===== src/rtl/aes_pkg.sv =====
// Shared types, round counts and known-answer vectors for the AES self-test sequencer.
package aes_pkg;

    typedef enum logic [1:0] {
        MODE_128     = 2'b00,
        MODE_192     = 2'b01,
        MODE_256     = 2'b10,
        MODE_ILLEGAL = 2'b11
    } aes_mode_e;

    typedef enum logic [3:0] {
        ST_IDLE     = 4'd0,
        ST_LOAD     = 4'd1,
        ST_ENC_REQ  = 4'd2,
        ST_ENC_WAIT = 4'd3,
        ST_DEC_REQ  = 4'd4,
        ST_DEC_WAIT = 4'd5,
        ST_CHECK    = 4'd6,
        ST_DONE     = 4'd7,
        ST_ERR      = 4'd8
    } seq_state_e;

    localparam logic [3:0] AES_NR_128 = 4'd10;
    localparam logic [3:0] AES_NR_192 = 4'd12;
    localparam logic [3:0] AES_NR_256 = 4'd14;

    // FIPS-197 appendix C vectors used by the known-answer test
    localparam logic [127:0] AES_KAT_PT     = 128'h00112233445566778899aabbccddeeff;
    localparam logic [127:0] AES_KAT_CT_128 = 128'h69c4e0d86a7b0430d8cdb78070b4c55a;
    localparam logic [127:0] AES_KAT_CT_192 = 128'hdda97ca4864cdfe06eaf70a0ec0d7191;
    localparam logic [127:0] AES_KAT_CT_256 = 128'h8ea2b7ca516745bfeafc49904b496089;

    function automatic logic [3:0] nr_of(input logic [1:0] mode);
        case (mode)
            MODE_128: nr_of = AES_NR_128;
            MODE_192: nr_of = AES_NR_192;
            MODE_256: nr_of = AES_NR_256;
            default:  nr_of = AES_NR_128;
        endcase
    endfunction

endpackage


===== src/rtl/aes_round_timer.sv =====
// Watchdog down-counter: expires after TIMEOUT consecutive enabled cycles since the last clear.
module aes_round_timer #(
    parameter int TIMEOUT = 15
) (
    input  logic clk,
    input  logic reset_n,
    input  logic clear,
    input  logic enable,
    output logic expired
);

    localparam int W = $clog2(TIMEOUT + 1);
    localparam logic [W-1:0] LOAD_VAL = W'(TIMEOUT - 1);

    logic [W-1:0] count_r;

    // Reload on clear, count down while enabled, saturate at zero
    always_ff @(posedge clk or negedge reset_n) begin
        if (!reset_n) begin
            count_r <= LOAD_VAL;
        end else if (clear) begin
            count_r <= LOAD_VAL;
        end else if (enable && (count_r != '0)) begin
            count_r <= count_r - W'(1);
        end else begin
            count_r <= count_r;
        end
    end

    assign expired = enable && (count_r == '0);

endmodule


===== src/rtl/aes_selftest_sequencer.sv =====
// Round sequencer for the AES known-answer self-test: encrypt Nr+1 steps, decrypt Nr+1 steps,
// compare both ends against the reference vectors, with single-step mode and a round watchdog.
module aes_selftest_sequencer
    import aes_pkg::*;
#(
    parameter int DATA_W  = 128,
    parameter int MAX_NR  = 14,
    parameter int CNT_W   = 5,
    parameter int TIMEOUT = 15
) (
    input  logic              clk,
    input  logic              reset_n,
    input  logic              start,
    input  logic [1:0]        mode_sel,
    input  logic              step_mode,
    input  logic              step,
    input  logic [DATA_W-1:0] plain_text,
    input  logic [DATA_W-1:0] expected_enc,
    output logic              round_req,
    output logic              round_dir,
    output logic [3:0]        round_idx,
    input  logic              round_ack,
    input  logic [DATA_W-1:0] round_state,
    output logic              busy,
    output logic              done,
    output logic              pass,
    output logic              fail,
    output logic              err_timeout,
    output logic [DATA_W-1:0] disp_state,
    output logic [CNT_W-1:0]  disp_round
);

    localparam int IDX_W = $clog2(MAX_NR + 1);

    seq_state_e        state_r;
    seq_state_e        next_state_s;
    logic [IDX_W-1:0]  nr_r;
    logic [IDX_W-1:0]  round_idx_r;
    logic              round_dir_r;
    logic              round_req_r;
    logic              busy_r;
    logic              done_r;
    logic              pass_r;
    logic              fail_r;
    logic              err_timeout_r;
    logic              enc_ok_r;
    logic              dec_ok_r;
    logic [DATA_W-1:0] disp_state_r;
    logic [CNT_W-1:0]  disp_round_r;

    logic accept_s;
    logic illegal_s;
    logic ack_s;
    logic last_round_s;
    logic timeout_s;
    logic finish_s;
    logic in_wait_s;
    logic expired_s;

    assign in_wait_s    = (state_r == ST_ENC_WAIT) || (state_r == ST_DEC_WAIT);
    assign last_round_s = (round_idx_r == nr_r);

    aes_round_timer #(.TIMEOUT(TIMEOUT)) u_timer (
        .clk     (clk),
        .reset_n (reset_n),
        .clear   (~in_wait_s | round_ack),
        .enable  (in_wait_s),
        .expired (expired_s)
    );

    // FSM state register
    always_ff @(posedge clk or negedge reset_n) begin
        if (!reset_n) begin
            state_r <= ST_IDLE;
        end else begin
            state_r <= next_state_s;
        end
    end

    // Next-state decode and one-cycle control strobes
    always_comb begin
        next_state_s = state_r;
        accept_s     = 1'b0;
        illegal_s    = 1'b0;
        ack_s        = 1'b0;
        timeout_s    = 1'b0;
        finish_s     = 1'b0;
        case (state_r)
            ST_IDLE, ST_DONE, ST_ERR: begin
                if (start && (mode_sel == MODE_ILLEGAL)) begin
                    illegal_s    = 1'b1;
                    next_state_s = ST_ERR;
                end else if (start) begin
                    accept_s     = 1'b1;
                    next_state_s = ST_LOAD;
                end else begin
                    next_state_s = state_r;
                end
            end
            ST_LOAD: next_state_s = ST_ENC_REQ;
            ST_ENC_REQ, ST_DEC_REQ: begin
                // step pulses only matter here; elsewhere they are dropped
                if (!step_mode || step) begin
                    next_state_s = (state_r == ST_ENC_REQ) ? ST_ENC_WAIT : ST_DEC_WAIT;
                end else begin
                    next_state_s = state_r;
                end
            end
            ST_ENC_WAIT, ST_DEC_WAIT: begin
                if (round_ack) begin
                    ack_s = 1'b1;
                    if (state_r == ST_ENC_WAIT) begin
                        next_state_s = last_round_s ? ST_DEC_REQ : ST_ENC_REQ;
                    end else begin
                        next_state_s = last_round_s ? ST_CHECK : ST_DEC_REQ;
                    end
                end else if (expired_s) begin
                    timeout_s    = 1'b1;
                    next_state_s = ST_ERR;
                end else begin
                    next_state_s = state_r;
                end
            end
            ST_CHECK: begin
                finish_s     = 1'b1;
                next_state_s = ST_DONE;
            end
            default: next_state_s = ST_IDLE;
        endcase
    end

    // Handshake, status flags and the sticky verdict registers
    always_ff @(posedge clk or negedge reset_n) begin
        if (!reset_n) begin
            round_req_r   <= 1'b0;
            done_r        <= 1'b0;
            busy_r        <= 1'b0;
            pass_r        <= 1'b0;
            fail_r        <= 1'b0;
            err_timeout_r <= 1'b0;
            nr_r          <= '0;
        end else begin
            round_req_r <= (next_state_s == ST_ENC_WAIT) || (next_state_s == ST_DEC_WAIT);
            done_r      <= illegal_s | timeout_s | finish_s;
            if (accept_s) begin
                nr_r          <= IDX_W'(nr_of(mode_sel));
                busy_r        <= 1'b1;
                pass_r        <= 1'b0;
                fail_r        <= 1'b0;
                err_timeout_r <= 1'b0;
            end else if (illegal_s) begin
                pass_r        <= 1'b0;
                fail_r        <= 1'b1;
                err_timeout_r <= 1'b0;
            end else if (timeout_s) begin
                busy_r        <= 1'b0;
                fail_r        <= 1'b1;
                err_timeout_r <= 1'b1;
            end else if (finish_s) begin
                busy_r <= 1'b0;
                pass_r <= enc_ok_r & dec_ok_r;
                fail_r <= ~(enc_ok_r & dec_ok_r);
            end
        end
    end

    // Round position, display capture and per-direction result checks
    always_ff @(posedge clk or negedge reset_n) begin
        if (!reset_n) begin
            round_idx_r  <= '0;
            round_dir_r  <= 1'b0;
            disp_state_r <= '0;
            disp_round_r <= '0;
            enc_ok_r     <= 1'b0;
            dec_ok_r     <= 1'b0;
        end else if (accept_s) begin
            enc_ok_r <= 1'b0;
            dec_ok_r <= 1'b0;
        end else if (state_r == ST_LOAD) begin
            disp_state_r <= plain_text;
            disp_round_r <= '0;
            round_idx_r  <= '0;
            round_dir_r  <= 1'b0;
        end else if (ack_s) begin
            disp_state_r <= round_state;
            disp_round_r <= disp_round_r + CNT_W'(1);
            if (!last_round_s) begin
                round_idx_r <= round_idx_r + IDX_W'(1);
            end else if (state_r == ST_ENC_WAIT) begin
                // decryption always follows, even on a ciphertext mismatch
                enc_ok_r    <= (round_state == expected_enc);
                round_idx_r <= '0;
                round_dir_r <= 1'b1;
            end else begin
                dec_ok_r <= (round_state == plain_text);
            end
        end
    end

    assign round_req   = round_req_r;
    assign round_dir   = round_dir_r;
    assign round_idx   = 4'(round_idx_r);
    assign busy        = busy_r;
    assign done        = done_r;
    assign pass        = pass_r;
    assign fail        = fail_r;
    assign err_timeout = err_timeout_r;
    assign disp_state  = disp_state_r;
    assign disp_round  = disp_round_r;

endmodule


===== config.mk =====
export PLATFORM = sky130hd
export DESIGN_NAME = aes_selftest_sequencer
export DESIGN_NICKNAME = d
export VERILOG_FILES = /design/src/rtl/aes_pkg.sv /design/src/rtl/aes_round_timer.sv /design/src/rtl/aes_selftest_sequencer.sv
export SDC_FILE = /design/constraint.sdc
export NUM_CORES = 1
export LEC_CHECK = 0
export CORE_AREA = 4 4 204 206
export CTS_CLUSTER_SIZE = 40
export DETAILED_ROUTE_END_ITERATION = 8
export DIE_AREA = 0 0 208 210
export SLEW_MARGIN = 0
export SYNTH_ARGS = -nofsm -noshare
export SYNTH_HDL_FRONTEND = slang
export SYNTH_SLANG_ARGS = --single-unit

===== constraint.sdc =====
create_clock -name clk -period 3.66 [get_ports clk]
set_input_delay 1.098 -clock clk [delete_from_list [all_inputs] [get_ports clk]]
set_output_delay 1.098 -clock clk [all_outputs]
set_load 0.1 [all_outputs]

# Word level (Yosys, flattened, before mapping)
# Index checks and enable logic that the tools add are counted.
totals:
  ff_bits: 158
  latch_bits: 0
  ramBits: 0
  romBits: 0
  input_bits: 392
  output_inout_bits: 144
  n_memories: 0
op_classes:
  n_addsub: 3
  mul: 0
  div: 0
  magnitude_cmp: 0
  eq_ne: 21
  shifts: 0
  n_mux: 61
  bitwise: 7
  n_reduce_logical: 31
op_table:
  columns: ["operator", "n"]
  rows:
  - ["== test 128 bit", 2]
  - ["2-to-1 mux 128 bit", 2]
  - ["2-to-1 mux 4 bit", 11]
  - ["2-to-1 mux 1 bit", 40]
  - ["== test 4 x 3 -> 1 bit, second input constant", 5]
  - ["one-hot mux 4 bit (5 select lines)", 1]
  - ["nonzero test 2 bit", 7]
  - ["== test 4 x 2 -> 1 bit, second input constant", 3]
  - ["AND reduction 4 bit", 3]
  - ["2-to-1 mux 5 bit", 2]
  - ["2-to-1 mux 3 bit", 3]
  - ["nonzero test 3 bit", 3]
  - ["zero test 4 bit", 2]
  - ["nonzero test 4 bit", 2]
  - ["!= test 2 bit, second input constant", 3]
  - ["one-hot mux 3 bit (2 select lines)", 1]
  - ["AND reduction 2 bit", 3]
  - ["adder 5 x 1 -> 5 bit, second input constant", 1]
  - ["adder 4 x 1 -> 4 bit, second input constant", 1]
  - ["== test 2 bit, second input constant", 2]
  - ["== test 4 x 1 -> 1 bit, second input constant", 1]
  - ["== test 4 bit", 1]
  - ["== test 4 bit, second input constant", 1]
  - ["OR reduction 2 bit", 2]
  - ["13 further kinds", 21]

# Longest topological paths before layout
# Gate-level depths: netlist of run 1.
logic_depth:
  depth_word: 9
  ltp_mapped: 10

# By module
# From an unflattened synthesis of run 1, not the netlist that was laid out.
hier_totals:
  cells_unflattened: 1205
  hier_area_um2: 10084.7
modules_own_cells:
  columns: ["module", "n_inst", "cells_each", "area_each_um2"]
  rows:
  - ["aes_selftest_sequencer", 1, 1183, 9857.0]
  - ["aes_round_timer", 1, 22, 227.7]

# Worst setup path before layout of run 1
# OpenSTA, ideal clock, no wires.
synth_path:
  kind: "register to register"
  start: "reg round_idx_r[3], in the netlist round_idx[3]"
  end: "reg round_req_r, in the netlist round_req"
  setup_time_ns: 0.127
  arrival_time_ns: 2.545
  t_required_ns: 3.533
  path_slack_ns: 0.987
  stages_incl_launch_ff: 10
  n_path_buf: 0
  period_less_slack_ns: 2.673
  path_cell_list: "dfrtp_1 > xor2_1 > nor4_4 > inv_1 > ha_1 > nand2b_1 > o21ai_0 > a22o_1 > xnor2_1 > a21oi_1"
synth_via:
  elab_chain_cells: 7
synth_lines:
  columns: ["element", "line_no", "rtl"]
  rows:
  - ["start, declared", "aes_selftest_sequencer.sv:38", "logic [IDX_W-1:0] round_idx_r;"]
  - ["start signal, assigned", "aes_selftest_sequencer.sv:188", "round_idx_r <= round_idx_r + IDX_W'(1);"]
  - ["== test 4 bit *", "aes_selftest_sequencer.sv:61", "assign last_round_s = (round_idx_r == nr_r);"]
  - ["2-to-1 mux 2 bit or 2-to-1 mux 3 bit (tied branches)", "aes_selftest_sequencer.sv:115, aes_selftest_sequencer.sv:113", null]
  - ["2-to-1 mux 3 bit *", "aes_selftest_sequencer.sv:112", "if (state_r == ST_ENC_WAIT) begin"]
  - ["2-to-1 mux 4 bit *", "aes_selftest_sequencer.sv:110", "if (round_ack) begin"]
  - ["one-hot mux 4 bit (5 select lines) *", "aes_selftest_sequencer.sv:88", "case (state_r)"]
  - ["named net next_state_s[1]", "aes_selftest_sequencer.sv:36", "seq_state_e next_state_s;"]
  - ["== test 4 x 2 -> 1 bit or == test 4 x 3 -> 1 bit (tied branches)", "aes_selftest_sequencer.sv:143", "round_req_r <= (next_state_s == ST_ENC_WAIT) || (next_state_s == ST_DEC_WAIT);"]
  - ["logical OR 1 bit *", "aes_selftest_sequencer.sv:143", null]
  - ["end signal, assigned", "aes_selftest_sequencer.sv:143", null]
  - ["end, declared", "aes_selftest_sequencer.sv:40", "logic round_req_r;"]
# The timed path passes the listed nets; every way through them passes the cells marked *.
# A chain may end at the register's enable or synchronous reset.

# Worst setup path after layout of run 1
layout_path:
  start: "in round_state[53]"
  end: "reg dec_ok_r"
layout_via:
  elab_chain_cells: 6
layout_lines:
  columns: ["element", "line_no", "rtl"]
  rows:
  - ["start, declared", "aes_selftest_sequencer.sv:23", "input logic [DATA_W-1:0] round_state,"]
  - ["== test 128 bit", "aes_selftest_sequencer.sv:195", "dec_ok_r <= (round_state == plain_text);"]
  - ["2-to-1 mux 1 bit", "aes_selftest_sequencer.sv:189", "end else if (state_r == ST_ENC_WAIT) begin"]
  - ["2-to-1 mux 1 bit", "aes_selftest_sequencer.sv:187", "if (!last_round_s) begin"]
  - ["2-to-1 mux 1 bit", "aes_selftest_sequencer.sv:184", "end else if (ack_s) begin"]
  - ["2-to-1 mux 1 bit", "aes_selftest_sequencer.sv:179", "end else if (state_r == ST_LOAD) begin"]
  - ["2-to-1 mux 1 bit", "aes_selftest_sequencer.sv:176", "end else if (accept_s) begin"]
  - ["end signal, assigned", "aes_selftest_sequencer.sv:195", null]
  - ["end, declared", "aes_selftest_sequencer.sv:47", "logic dec_ok_r;"]
# Every way passes these cells. The select of a mux whose other input is x is not followed.

==> reports/qor.txt, run 1 <==
Drt drc: 0
Worst Hold Depth: 1
Critical path startpoint category: input pin
H-tree levels: 4
# placed instances: 2121
Top FF cell, synth: dfrtp_1
Slew Limit Fails: 0
Largest net degree at the start of global routing: 150
Crit Path Max Fanout: 3
Worst R2R Start: round_idx[3]
Leak: 7.43 nW
Die span in y: 210 um
Sequential fraction of the synthesis area: 0.386
1st-pass router iterations: 5
Die span in x: 208 um
Share of cells above drive strength 1: 0.134
Commonest cells after routing, fill and taps aside: 390 x clkdlybuf4s50_1, 174 x buf_4, 154 x dfrtp_1, 145 x nand2_1, 132 x o21ai_0
Final #Nets: 2015
CP dominant cell by count: nand4_1
Syn nets: 1473
Maxcap violations: 0
Met2 Use GR: 0.412
Required time worst endpoint: 4020 ps
Simple-gate share of the synthesized area: 0.133
Hold Crit Start: nr_r[3]
GR Layer Usage met1: 0.276
Drt total wl: 53700 um
Routing usage on met3: 0.0680
DRT iter0 DRCs: 530
CTS tree: built
Post-CTS Setup Bufs: 0
Final period utilization: 0.862
Post-synthesis register bit count: 157
Drt wl/cell: 24.9 um
Post-Synthesis Cells: 1073
IO Port Bufs: 535
Critical path's slowest cell: nor4_1
Vias in the first global route: 10800
Finished Cell Area: 16600 um^2
CTS resizes: 0
Yosys warns: 0
Ys async rst share: 1.00
Final Skew: 11.9 ps
CORE AREA: 39600 um^2
Critical-path cell list: clkdlybuf4s50_1, xnor2_1, buf_4, nand4_1, nor4_1, nand4_1, o21ai_0
Yosys cell types: 46
Clock Tree Root: clkbuf_16
Sink Count: 157
Total track usage: 0.235
Initial antenna violation count: 6
First-pass GRT wire length: 74800 um
XOR/XNOR Fraction of Synth Area: 0.213
Post-Syn Area: 10200 um^2
R2R Setup Slk: 1360 ps
Layout area overhead: 63.0%
Util after Layout: 0.419
Setup CP Type: in2reg
Final Wtd Congestion: 0.894
Reg clk slew, reported paths: 70 ps
Worst Hold Class: reg2reg
FILL cells: 3989
Site row count: 73
FMAX: 0.317 GHz
DP Wirelength: 45500 um
Vias/cell: 4.69
Clock Tree Buf Depth: 2
Adder-cell area share of the yosys netlist: 0.0108
Commonest non-fill, non-tap cell in the layout: clkdlybuf4s50_1
Power per cell area: 919 nW/um^2
Slew Limit Headroom: 0.361
Compound-cell area share of the yosys netlist: 0.0966
Largest family of logic cells by synthesized area: XOR/XNOR gates
Final hold vios: 0
WHS: 491 ps
Outcome: complete, no violations
Die ar.: 43700 um^2
Slowest Stage Delay on Critical Path: 560 ps
Syn_area_per_cell: 9.48 um^2
R2r worst-path depth: 9
DRT antenna net count: 0
Unrepaired setup endpoints after global routing: no
Power, Total: 15.2 mW
Initial Util: 0.257
Dpl ws: -7.04 ps
Endpoint of the worst register-to-register path: round_req
Post-synth EDFFs: 0
Final setup viols: 0
CTS Buf Count: 17
Hold_buf cts: 0
WP data arrival: 3520 ps
Period minus WS final: 3150 ps
IO Count: 536
Clock latency on the worst-skew pair: 450 ps
Mux cell area share after synthesis: 0.126
Grt peak-use layer: met2
Layout Cells excl Fill: 2157
Setup TNS: 0 ps
Crit end category: flip-flop
Placement Cell Area: 15900 um^2
Worst Hold Endpoint: nr_r[3]
Fin worst setup slack: 506 ps
Max VDD drop: 672 uV
Worst Max-Slew Pin Slew: 950 ps
DR vias: 10100
Remaining Overflow, GRT: 0
[per-layer routing]
| metal | part of all wire | up-vias |
|---|---|---|
| met2 | 0.50 | 410 |
| met1 | 0.40 | 4825 |
| met5 | 0 | - |
| li1 | - | 4812 |
| met4 | 0.031 | 0 |
| met3 | 0.069 | 61 |
[cell usage after synthesis, drive strengths merged (2+ instances only)]
library cell	number	area share
a21oi	10	0.0049
a221oi	3	0.0026
a22o	4	0.0034
a22oi	5	0.0037
a31oi	2	0.0012
buf	22	0.015
clkbuf	25	0.0092
dfrtp	154	0.38
dfstp	3	0.0077
ha	8	0.0098
inv	26	0.0096
mux2i	128	0.13
nand2	145	0.053
nand2b	10	0.0061
nand3	4	0.0020
nand3b	2	0.0015
nand4	45	0.028
nor2	15	0.0055
nor2b	4	0.0027
nor3	7	0.0039
nor4	38	0.025
o21ai	140	0.069
o221ai	3	0.0026
o22ai	6	0.0037
or3	2	0.0012
or4	2	0.0015
xnor2	128	0.11
xor2	120	0.10
[worst max-delay path: cells and delay by family]
| family | cells | cell delay (ps) |
|---|---|---|
| XOR/XNOR | 1 | 350 |
| AO/OA/AOI/OAI | 1 | 230 |
| AND/OR/NAND/NOR | 3 | 1130 |
| buffers and inverters | 2 | 710 |
[sequential cells by signal, summed over array words and instances, names as in the netlist]
name and count:
disp_state 128, disp_round 5, round_idx 4, state_r 4, u_timer.count_r 4, nr_r 3
busy 1, dec_ok_r 1, done 1, enc_ok_r 1, err_timeout 1, fail 1
pass 1, round_dir 1, round_req 1
[logic make-up (layout without fill, tap and decap cells)]
logic type | count (synthesis) | count (layout)
AND/OR/NAND/NOR | 278 | 278
XOR/XNOR | 248 | 248
AO/OA/AOI/OAI | 180 | 180
flip-flops | 157 | 157
multiplexers | 128 | 128
buffers and inverters | 73 | 628
adder cells (fa/ha/maj) | 9 | 9
other | 0 | 4
[layout make-up]
cell class	count	area (um^2)	share of cell area
clock inverter	13	211	0.0127
sequential	157	3930	0.237
antenna	4	10.0	0.000603
clock buffer	19	453	0.0273
timing repair buffer	570	5320	0.321
tap	525	657	0.0396
inverter	26	97.6	0.00588
multi-input combinational	843	5910	0.356
[report_power, final]
part           switching [mW]  leakage, nW  internal, mW  total [mW]
Clock                   0.817        0.324          1.25        2.07
Sequential              0.528         1.94          2.55        3.08
Combinational            7.67         5.16          2.43        10.1
[worst max-delay path by stage]
stage,startpoint,endpoint,slack (ps),cells after the start
floorplan,round_idx[3],round_req,990,9
global placement,round_state[53],dec_ok_r,-50,7
detailed placement,round_state[53],dec_ok_r,-7,7
CTS,round_state[53],dec_ok_r,480,7
global route,round_state[67],enc_ok_r,270,9
finish,round_state[53],dec_ok_r,510,7
(Power assumes the default switching activity.)
==> inputs of run 2 (changes only) <==
--- a/config.mk
+++ b/config.mk
@@ -9,7 +9,8 @@
 export CTS_CLUSTER_SIZE = 40
 export DETAILED_ROUTE_END_ITERATION = 8
 export DIE_AREA = 0 0 208 210
-export SLEW_MARGIN = 0
+export RECOVER_POWER = 100
+export SLEW_MARGIN = 5
 export SYNTH_ARGS = -nofsm -noshare
 export SYNTH_HDL_FRONTEND = slang
 export SYNTH_SLANG_ARGS = --single-unit
==> reports/qor.txt, run 2 (synthesis gave the netlist of run 1 again) <==
Power, Total: 14.6 mW (was 15.2 mW)
Slowest Stage Delay on Critical Path: 1140 ps (was 560 ps)
Drt drc: 0 (unchanged)
Final Wtd Congestion: 0.894 (unchanged)
# placed instances: 2121 (unchanged)
Site row count: 73 (unchanged)
Final #Nets: 2015 (unchanged)
Int Power: 5.59 mW (was 6.23 mW)
Commonest cells after routing, fill and taps aside: 387 x clkdlybuf4s50_1, 154 x dfrtp_1, 148 x clkbuf_1, 145 x nand2_1, 139 x o21ai_0 (was 390 x clkdlybuf4s50_1, 174 x buf_4, 154 x dfrtp_1, 145 x nand2_1, 132 x o21ai_0)
DP Wirelength: 45500 um (unchanged)
Critical path startpoint category: input pin (unchanged)
FILL cells: 4119 (was 3989)
Worst Max-Slew Pin Slew: 2660 ps (was 950 ps)
Unrepaired setup endpoints after global routing: no (unchanged)
Endpoint of the worst register-to-register path: disp_state[50] (was round_req)
Final period utilization: 0.902 (was 0.862)
Clock Power Share: 0.142 (was 0.136)
Hold Crit Start: nr_r[3] (unchanged)
Largest net degree at the start of global routing: 150 (unchanged)
IO Count: 536 (unchanged)
Initial Util: 0.257 (unchanged)
1st-pass router iterations: 5 (unchanged)
Crit end category: flip-flop (unchanged)
Layout Cells excl Fill: 2158 (was 2157)
Drt total wl: 53600 um (was 53700 um)
Placement Cell Area: 15900 um^2 (unchanged)
Final hold vios: 0 (unchanged)
Slew Limit Headroom: -0.775 (was 0.361)
NetSw: 8.97 mW (was 9.01 mW)
Maxcap violations: 3 (was 0)
Outcome: finished, violations left (was complete, no violations)
Total track usage: 0.235 (unchanged)
Final setup viols: 0 (unchanged)
Power per cell area: 909 nW/um^2 (was 919 nW/um^2)
R2R Setup Slk: 750 ps (was 1360 ps)
Post-CTS Setup Bufs: 0 (unchanged)
CORE AREA: 39600 um^2 (unchanged)
Initial antenna violation count: 6 (unchanged)
H-tree levels: 4 (unchanged)
Clock latency on the worst-skew pair: 450 ps (about the same)
Area occupied by multi-input gates: 5910 um^2 (unchanged)
DRT iter0 DRCs: 567 (was 530)
Leak: 6.85 nW (was 7.43 nW)
Vias/cell: 4.69 (about the same)
Share of cells above drive strength 1: 0.0424 (was 0.134)
Failing checks: max-capacitance violations, max-slew violations
Switching share of total power: 0.616 (was 0.591)
Max VDD drop: 653 uV (was 672 uV)
Sequential power share: 0.210 (was 0.202)
Clock Tree Buf Depth: 2 (unchanged)
Finished Cell Area: 16000 um^2 (was 16600 um^2)
DR vias: 10100 (about the same)
Commonest non-fill, non-tap cell in the layout: clkdlybuf4s50_1 (unchanged)
Worst Hold Endpoint: nr_r[3] (unchanged)
CTS tree: built (unchanged)
DRT antenna net count: 0 (unchanged)
Stages on worst setup path: 5 (was 7)
Critical path's slowest cell: buf_2 (was nor4_1)
Drt wl/cell: 24.9 um (about the same)
WP data arrival: 3590 ps (was 3520 ps)
FMAX: 0.303 GHz (was 0.317 GHz)
Setup CP Type: in2reg (unchanged)
Crit Path Max Fanout: 45 (was 3)
Setup TNS: 0 ps (unchanged)
Hold_buf cts: 0 (unchanged)
Number of flip-flops under the largest register name: 128 (unchanged)
Worst Hold Depth: 1 (unchanged)
IO Port Bufs: 535 (unchanged)
Period minus WS final: 3300 ps (was 3150 ps)
Remaining Overflow, GRT: 0 (unchanged)
Die span in x: 208 um (unchanged)
Required time worst endpoint: 3950 ps (was 4020 ps)
Die span in y: 210 um (unchanged)
Clock Tree Root: clkbuf_16 (unchanged)
Sequential cell area: 3930 um^2 (unchanged)
Util after Layout: 0.404 (was 0.419)
Worst Hold Class: reg2reg (unchanged)
Worst R2R Start: state_r[2] (was round_idx[3])
Final Skew: 7.37 ps (was 11.9 ps)
Layout area overhead: 57.3% (was 63.0%)
Critical-path cell list: dlygate4sd3_1, nand3b_1, buf_2, mux2i_1, o21ai_0 (was clkdlybuf4s50_1, xnor2_1, buf_4, nand4_1, nor4_1, nand4_1, o21ai_0)
Slew Limit Fails: 116 (was 0)
Reg clk slew, reported paths: 60 ps (was 70 ps)
CTS Buf Count: 17 (unchanged)
Sink Count: 157 (unchanged)
Kind of cell adding the most delay to the critical path: buffers and inverters (was simple AND/OR/NAND/NOR gates)
Bufs and invs on worst path: 2 (unchanged)
First-pass GRT wire length: 74800 um (unchanged)
Vias in the first global route: 10800 (unchanged)
R2r worst-path depth: 5 (was 9)
Combinational share of power: 0.649 (was 0.662)
Die ar.: 43700 um^2 (unchanged)
CTS resizes: 0 (unchanged)
-- run 2: changes by cell type in the layout (fill, tap and decap cells not counted), moves of 2 or more --
| cell | before | now |
|---|---|---|
| buf_12 | 5 | 3 |
| dlygate4sd3_1 | 0 | 3 |
| buf_4 | 174 | 26 |
| clkbuf_1 | 0 | 148 |
| clkdlybuf4s50_1 | 390 | 387 |
| o21ai_1 | 8 | 1 |
| o21ai_0 | 132 | 139 |
-- run 2: worst max-delay path by stage --
stage | to | slack [ps] | startpoint
after floorplan | round_req | 990 | round_idx[3]
after global placement | dec_ok_r | -50 | round_state[53]
after detailed placement | dec_ok_r | -7 | round_state[53]
after CTS | dec_ok_r | 480 | round_state[53]
after global routing | disp_state[49] | 180 | reset_n
final | disp_state[50] | 360 | round_ack
-- run 2: final cells by class --
class	instances	share of cell area
timing repair buffer	570	0.296
tap	525	0.0410
sequential	157	0.246
multi-input combinational	843	0.369
antenna	5	0.000781
clock inverter	13	0.0132
inverter	26	0.00610
clock buffer	19	0.0283
-- run 2: layer usage --
| metal | share of wire | GRT usage | vias to the layer above | routed length [um] |
|---|---|---|---|---|
| li1 | - | - | 4819 | - |
| met5 | 0 | 0 | - | 0 |
| met4 | 0.031 | 0.0856 | 0 | 1640 |
| met3 | 0.072 | 0.0680 | 62 | 3890 |
| met1 | 0.39 | 0.276 | 4831 | 21100 |
| met2 | 0.50 | 0.412 | 411 | 27000 |
-- run 2: per-stage QoR --
stage | hold WS [ps] | setup slack [ps]
final | 491 | 358
after global routing | 504 | 177
after CTS | 494 | 479
after detailed placement | 475 | -7.04
after global placement | 474 | -47.2
after floorplan | 455 | 987
-- run 2: power by group through the flow --
stage / Sequential, mW / Clock, mW / Combinational [mW]
after floorplan: 8.26 / 0 / 2.21
after global placement: 3.06 / 0 / 10.1
after detailed placement: 3.09 / 0 / 10.2
after CTS: 3.07 / 2.12 / 10.2
after global routing: 3.15 / 2.17 / 9.88
final: 3.05 / 2.06 / 9.45
==> inputs of run 3 (changes only) <==
--- a/config.mk
+++ b/config.mk
@@ -6,6 +6,7 @@
 export NUM_CORES = 1
 export LEC_CHECK = 0
 export CORE_AREA = 4 4 204 206
+export CTS_CLUSTER_DIAMETER = 50
 export CTS_CLUSTER_SIZE = 40
 export DETAILED_ROUTE_END_ITERATION = 8
 export DIE_AREA = 0 0 208 210
==> results of run 3 <==
The final DEF is identical to that of run 2; final timing and power are the same.
